### config.mk
export PLATFORM = sky130hd
export DESIGN_NAME = score_accum
export DESIGN_NICKNAME = d
export VERILOG_FILES = /design/src/rtl/baccarat_pkg.sv /design/src/rtl/score_accum_card_value.sv /design/src/rtl/score_accum.sv
export SDC_FILE = /design/constraint.sdc
export NUM_CORES = 1
export LEC_CHECK = 0
export CAP_MARGIN = 10
export CORE_UTILIZATION = 49
export DETAILED_ROUTE_END_ITERATION = 16
export PLACE_DENSITY = 0.79
export SKIP_CTS_REPAIR_TIMING = 1
export SLEW_MARGIN = 20
export SYNTH_ARGS = -nofsm -noshare
export SYNTH_HDL_FRONTEND = slang
export SYNTH_SLANG_ARGS = --single-unit
### constraint.sdc
create_clock -name slow_clock -period 3.9 [get_ports slow_clock]
set_input_delay 0.78 -clock slow_clock [delete_from_list [all_inputs] [get_ports slow_clock]]
set_output_delay 0.78 -clock slow_clock [all_outputs]
set_load 0.02 [all_outputs]
### src/rtl/baccarat_pkg.sv
// Shared widths, card code constants, per-hand state encoding and the
// modular-add helper for the baccarat score accumulator.
package baccarat_pkg;

   localparam int unsigned CARD_W  = 4;
   localparam int unsigned SCORE_W = 4;
   localparam int unsigned CNT_W   = 2;

   localparam logic [CARD_W-1:0] CARD_ACE   = 4'd1;
   localparam logic [CARD_W-1:0] CARD_NINE  = 4'd9;
   localparam logic [CARD_W-1:0] CARD_TEN   = 4'd10;
   localparam logic [CARD_W-1:0] CARD_JACK  = 4'd11;
   localparam logic [CARD_W-1:0] CARD_QUEEN = 4'd12;
   localparam logic [CARD_W-1:0] CARD_KING  = 4'd13;

   typedef enum logic [1:0] {
      HAND_EMPTY   = 2'd0,
      HAND_PARTIAL = 2'd1,
      HAND_FULL    = 2'd2
   } hand_state_e;

   // Both operands are already below the modulus, so one conditional
   // subtraction is enough to bring the sum back into range.
   function automatic logic [SCORE_W-1:0] mod_reduce(
      input logic [SCORE_W:0] sum,
      input logic [SCORE_W:0] modulus
   );
      if (sum >= modulus) begin
         return SCORE_W'(sum - modulus);
      end
      return SCORE_W'(sum);
   endfunction

endpackage

### src/rtl/score_accum_card_value.sv
// Card code to baccarat point value; flags the codes that are not cards.
module card_value
   import baccarat_pkg::*;
(
   input  logic [CARD_W-1:0]  card,
   output logic [SCORE_W-1:0] value,
   output logic               illegal
);

   // Pips count face value, ten and court cards count zero, anything else is illegal.
   always_comb begin
      value   = '0;
      illegal = 1'b0;
      if (card >= CARD_ACE && card <= CARD_NINE) begin
         value = card;
      end else if (card == CARD_TEN  || card == CARD_JACK ||
                   card == CARD_QUEEN || card == CARD_KING) begin
         value = '0;
      end else begin
         illegal = 1'b1;
      end
   end

endmodule

### src/rtl/score_accum.sv
// Per-hand baccarat score/count accumulator with valid/ready card intake,
// natural and full detection, and a sticky error flag.
module score_accum
   import baccarat_pkg::*;
#(
   parameter  int unsigned NHANDS   = 2,
   parameter  int unsigned MAXCARDS = 3,
   parameter  int unsigned MODULUS  = 10,
   localparam int unsigned HSEL_W   = (NHANDS > 1) ? $clog2(NHANDS) : 1
) (
   input  logic                      slow_clock,
   input  logic                      resetb,
   input  logic                      clear,
   input  logic                      card_valid,
   output logic                      card_ready,
   input  logic [CARD_W-1:0]         card,
   input  logic [HSEL_W-1:0]         hand_sel,
   output logic [NHANDS*SCORE_W-1:0] score,
   output logic [NHANDS*CNT_W-1:0]   count,
   output logic [NHANDS-1:0]         natural,
   output logic [NHANDS-1:0]         full,
   output logic                      err
);

   logic [SCORE_W-1:0] r_score [NHANDS];
   logic [CNT_W-1:0]   r_count [NHANDS];
   hand_state_e        r_state [NHANDS];
   logic [NHANDS-1:0]  r_natural;
   logic [NHANDS-1:0]  r_full;
   logic               r_err;

   logic [SCORE_W-1:0] w_value;
   logic               w_illegal;
   logic               w_sel_ok;
   logic               w_sel_full;
   logic [SCORE_W-1:0] w_cur_score;
   logic [CNT_W-1:0]   w_cur_count;
   logic [SCORE_W:0]   w_sum;
   logic [SCORE_W-1:0] w_score_nxt;
   logic [CNT_W-1:0]   w_count_nxt;
   logic               w_hit_full;
   logic               w_hit_natural;
   logic               w_xfer;

   card_value u_card_value (
      .card    (card),
      .value   (w_value),
      .illegal (w_illegal)
   );

   // Look up the addressed hand; an out-of-range selector matches nothing.
   always_comb begin
      w_sel_ok    = 1'b0;
      w_sel_full  = 1'b0;
      w_cur_score = '0;
      w_cur_count = '0;
      for (int unsigned i = 0; i < NHANDS; i++) begin
         if (hand_sel == HSEL_W'(i)) begin
            w_sel_ok    = 1'b1;
            w_sel_full  = (r_state[i] == HAND_FULL);
            w_cur_score = r_score[i];
            w_cur_count = r_count[i];
         end
      end
   end

   // Handshake and next-state values for the addressed hand.
   always_comb begin
      card_ready    = !clear && w_sel_ok && !w_sel_full;
      w_xfer        = card_valid && card_ready;
      w_sum         = {1'b0, w_cur_score} + {1'b0, w_value};
      w_score_nxt   = mod_reduce(w_sum, (SCORE_W+1)'(MODULUS));
      w_count_nxt   = w_cur_count + CNT_W'(1);
      w_hit_full    = (w_count_nxt == CNT_W'(MAXCARDS));
      w_hit_natural = (w_count_nxt == CNT_W'(2)) &&
                      ((w_score_nxt == SCORE_W'(8)) || (w_score_nxt == SCORE_W'(9)));
   end

   // Hand state machines, registered flags and sticky error; clear mirrors reset.
   always_ff @(posedge slow_clock or negedge resetb) begin
      if (!resetb) begin
         for (int unsigned i = 0; i < NHANDS; i++) begin
            r_score[i] <= '0;
            r_count[i] <= '0;
            r_state[i] <= HAND_EMPTY;
         end
         r_natural <= '0;
         r_full    <= '0;
         r_err     <= 1'b0;
      end else if (clear) begin
         for (int unsigned i = 0; i < NHANDS; i++) begin
            r_score[i] <= '0;
            r_count[i] <= '0;
            r_state[i] <= HAND_EMPTY;
         end
         r_natural <= '0;
         r_full    <= '0;
         r_err     <= 1'b0;
      end else begin
         if (w_xfer) begin
            for (int unsigned i = 0; i < NHANDS; i++) begin
               if (hand_sel == HSEL_W'(i)) begin
                  r_score[i]   <= w_score_nxt;
                  r_count[i]   <= w_count_nxt;
                  r_natural[i] <= w_hit_natural;
                  r_full[i]    <= w_hit_full;
                  case (r_state[i])
                     HAND_EMPTY,
                     HAND_PARTIAL: r_state[i] <= w_hit_full ? HAND_FULL : HAND_PARTIAL;
                     default:      r_state[i] <= r_state[i];
                  endcase
               end
            end
         end
         if ((w_xfer && w_illegal) || (card_valid && !w_sel_ok)) begin
            r_err <= 1'b1;
         end
      end
   end

   // Pack per-hand registers onto the flat output buses.
   always_comb begin
      score = '0;
      count = '0;
      for (int unsigned i = 0; i < NHANDS; i++) begin
         score[i*SCORE_W +: SCORE_W] = r_score[i];
         count[i*CNT_W +: CNT_W]     = r_count[i];
      end
      natural = r_natural;
      full    = r_full;
      err     = r_err;
   end

endmodule

==> flow_metrics.py <==
metrics = {
    "finish": {
        "fin_nets": 187,
        "n_antenna_cell": 0,
        "syn2layout_area_growth_pct": 33.6,
        "drive_above_1_share_pct": 17.2,
        "layout.cell_area.non_filler_um2": 1650,
    },
    "power_and_ir_drop": {
        "p_per_area_nw_per_um2": 545,
        "power_uw": 899,
        "power.static_leakage_uw": 0.000782,
        "vdd_ir_drop_max_mv": 0.329,
    },
    "yosys": {
        "synthesis.yosys.warnings": 0,
        "synthCells": 128,
        "synth.mux.area_fraction_pct": 10.0,
        "synth_cell_type_count": 35,
        "postSynthNetCount": 145,
        "async_flop_share_pct": 100,
        "synth_area_um2": 1230,
        "post_synth_xor_area_fraction_pct": 1.42,
        "yosys.area_share.adder_pct": 8.71,
        "synth-compound-area-share_pct": 17.1,
        "average_instance_area_after_synthesis_um2": 9.65,
        "yosysSeqAreaShare_pct": 42.6,
        "number_of_flops_mapped_to_enable_cells_by_yosys": 0,
        "synth_top_family_by_area": "compound AO/OA/AOI/OAI gates",
        "synth-seq-cells": 21,
        "synth_flop_cell": "dfrtp_1",
        "share_of_synthesized_cell_area_in_and_or_nand_and_nor_gates_pct": 16.2,
    },
    "setup_path": {
        "worst_path_max_delay_cell": "clkdlybuf4s50_1",
        "worst_r2r_path_depth": 8,
        "path_depth": 9,
        "cp_num_buf_inv": 1,
        "startpoint_of_the_worst_register_to_register_path": "score[4]",
        "startpoint_type": "primary input",
        "worst_path_largest_cell_delay_ps": 530,
        "ff2ff_setup_slack_ps": 820,
        "timing.setup.critical_path_class": "in2reg",
        "path_delay_family": "compound AO/OA/AOI/OAI gates",
        "r2r_end": "natural[0]",
        "data_arrival_at_the_endpoint_of_the_critical_path_ps": 3910,
        "worst-path-max-fanout": 3,
        "worst_setup_path_end_kind": "register",
        "required_ps": 4100,
        "worstPathCellList": "clkdlybuf4s50_1 > mux2_2 > ha_1 > fa_1 > or4_1 > a31oi_1 > o31a_1 > mux2_4 > o41ai_1",
    },
    "routing": {
        "route.detailed.wl_per_inst_um": 14.5,
        "post-route-drc-count": 0,
        "drt_first_pass_iters": 4,
        "vias": 1112,
        "vias_per_cell": 5.64,
        "drt.antenna.violating_nets": 0,
        "detail_route.iter0.violations": 18,
        "drt-total-wl_mm": 2.86,
    },
    "placement": {
        "port_buffers": 26,
        "routabilityCongestion": 0.841,
        "place_worst_setup_slack_ps": -88.9,
        "hpwl_mm": 2.26,
        "area_of_placed_instances_um2": 1630,
    },
    "global_routing": {
        "first_pass_grt_wire_length_mm": 4.76,
        "grt_pass1_vias": 1073,
        "overflow": 0,
        "grt_max_degree": 22,
        "antenna_found_initial": 0,
        "grtUsageTotal_pct": 24.1,
    },
    "sta": {
        "final_critical_path_setup_slack_ps": 190,
        "period_minus_slack_ps": 3710,
        "worstMarginPinSlew_ps": 460,
        "fin_crit_sh_pct": 95.1,
        "final-hold-violation-count": 0,
        "maxSlewHeadroom_pct": 69.3,
        "rsz0062_at_grt": "no",
        "final_max_slew_viol_count": 0,
        "fin_worst_skew_ps": 2.16,
        "fmax_mhz": 270,
        "setup-violations-final": 0,
    },
    "clock_tree": {
        "clock-root-buffer": "clkbuf_4",
        "clk-insertion-delay-late_ps": 310,
        "path_clk_slew_ps": 120,
        "tritoncts": "done",
        "tritoncts.num_buffers": 3,
        "clockBufferDepth": 2,
        "htreeDepth": 1,
        "clkSinkCount": 21,
    },
    "floorplanning": {
        "row_count": 17,
        "die_area_um2": 2720,
        "initial_utilization_pct": 53.8,
        "die-height_um": 52.2,
        "core_area_um2": 2300,
        "boundaryPins": 27,
        "chipWidth_um": 52.2,
    },
    "outcome": {
        "status": "finished, final reports clean",
    },
    "run": {
        "cap_viol_max_count": 0,
    },
    "min_path": {
        "hold_class": "in2async",
    },
}
-- power breakdown --
group / switching, uW / internal [uW] / total [uW] / leakage, uW
sequential: 35.1 / 262 / 297 / 0.000281
clock: 70.9 / 38.3 / 109 / 0.0000177
combinational: 243 / 250 / 492 / 0.000484
total: 349 / 550 / 899 / 0.000782
-- synthesized netlist by cell type, types with 2 or more instances --
cell type	instances	share of area, %
a31oi_1	2	1.0
a211oi_1	2	1.2
inv_1	9	2.7
and3_1	2	1.0
nand2_1	17	5.2
dfrtp_1	21	43
xnor2_1	2	1.4
o31ai_1	2	1.2
mux2_2	7	6.4
a22o_1	4	2.8
ha_1	7	7.1
nor2_1	10	3.0
a21oi_1	5	2.0
nand2b_1	2	1.0
nor2b_1	3	1.5
clkbuf_1	4	1.2
o21ai_0	8	3.2
mux2i_1	3	2.4
o41ai_1	2	1.4
-- cell families after synthesis --
kind of cell    Yosys count
buf+inv                  13
flops                    21
xor+xnor                  2
mux                      11
simple gates             42
compound gates           31
fa+ha+maj                 8
-- metrics by stage --
step	setup TNS [ps]	hold slack, ps	util, %	cells
2_1_floorplan	0	484	-	128
3_3_place_gp	0	457	70.9	193
3_5_place_dp	-163	473	70.9	193
4_1_cts	0	502	72.1	197
5_1_grt	0	444	71.8	197
6_report	0	397	71.8	197
-- worst max path at each step --
stage / to / from
3_5_place_dp: natural[0] / hand_sel
2_1_floorplan: natural[0] / hand_sel
3_3_place_gp: natural[0] / hand_sel
6_report: natural[0] / hand_sel
5_1_grt: natural[0] / hand_sel
4_1_cts: natural[0] / hand_sel
-- area by class of cell --
class,instances,area (um2)
Multi-Input combinational cell,94,661
Fill cell,180,647
Sequential cell,21,526
Timing Repair Buffer,41,368
Tap cell,28,35.0
Inverter,9,33.8
Clock buffer,3,22.5
Clock inverter,1,5.00
-- metal layers --
layer  wire length [um]  vias to the layer above  GRT usage (%)
met5                  0                        -              0
met4                 19                        0           5.26
met3                113                        2           2.90
met2               1490                       28           44.9
met1               1240                      542           29.5
li1                   -                      540              -
-- cells in the final DEF (no fill, tap or decap), types with 2 or more instances in the layout --
| master | synthesis | routed |
|---|---|---|
| xnor2_1 | 2 | 2 |
| nand2b_1 | 2 | 2 |
| nor2_1 | 10 | 10 |
| and3_1 | 2 | 2 |
| buf_4 | 0 | 15 |
| o41ai_1 | 2 | 2 |
| mux2_2 | 7 | 7 |
| a22o_1 | 4 | 4 |
| nand2_1 | 17 | 17 |
| o31ai_1 | 2 | 2 |
| mux2i_1 | 3 | 3 |
| a31oi_1 | 2 | 2 |
| o21ai_0 | 8 | 8 |
| nor2b_1 | 3 | 3 |
| clkbuf_4 | 0 | 3 |
| inv_1 | 9 | 9 |
| ha_1 | 7 | 7 |
| a21oi_1 | 5 | 5 |
| a211oi_1 | 2 | 2 |
| clkdlybuf4s50_1 | 0 | 25 |
| dfrtp_1 | 21 | 21 |
-- registers in the layout (all words and copies together) (netlist names) --
name,flops
err,1
count,4
r_state,4
score,8
natural,2
full,2
(Power assumes the default switching activity.)
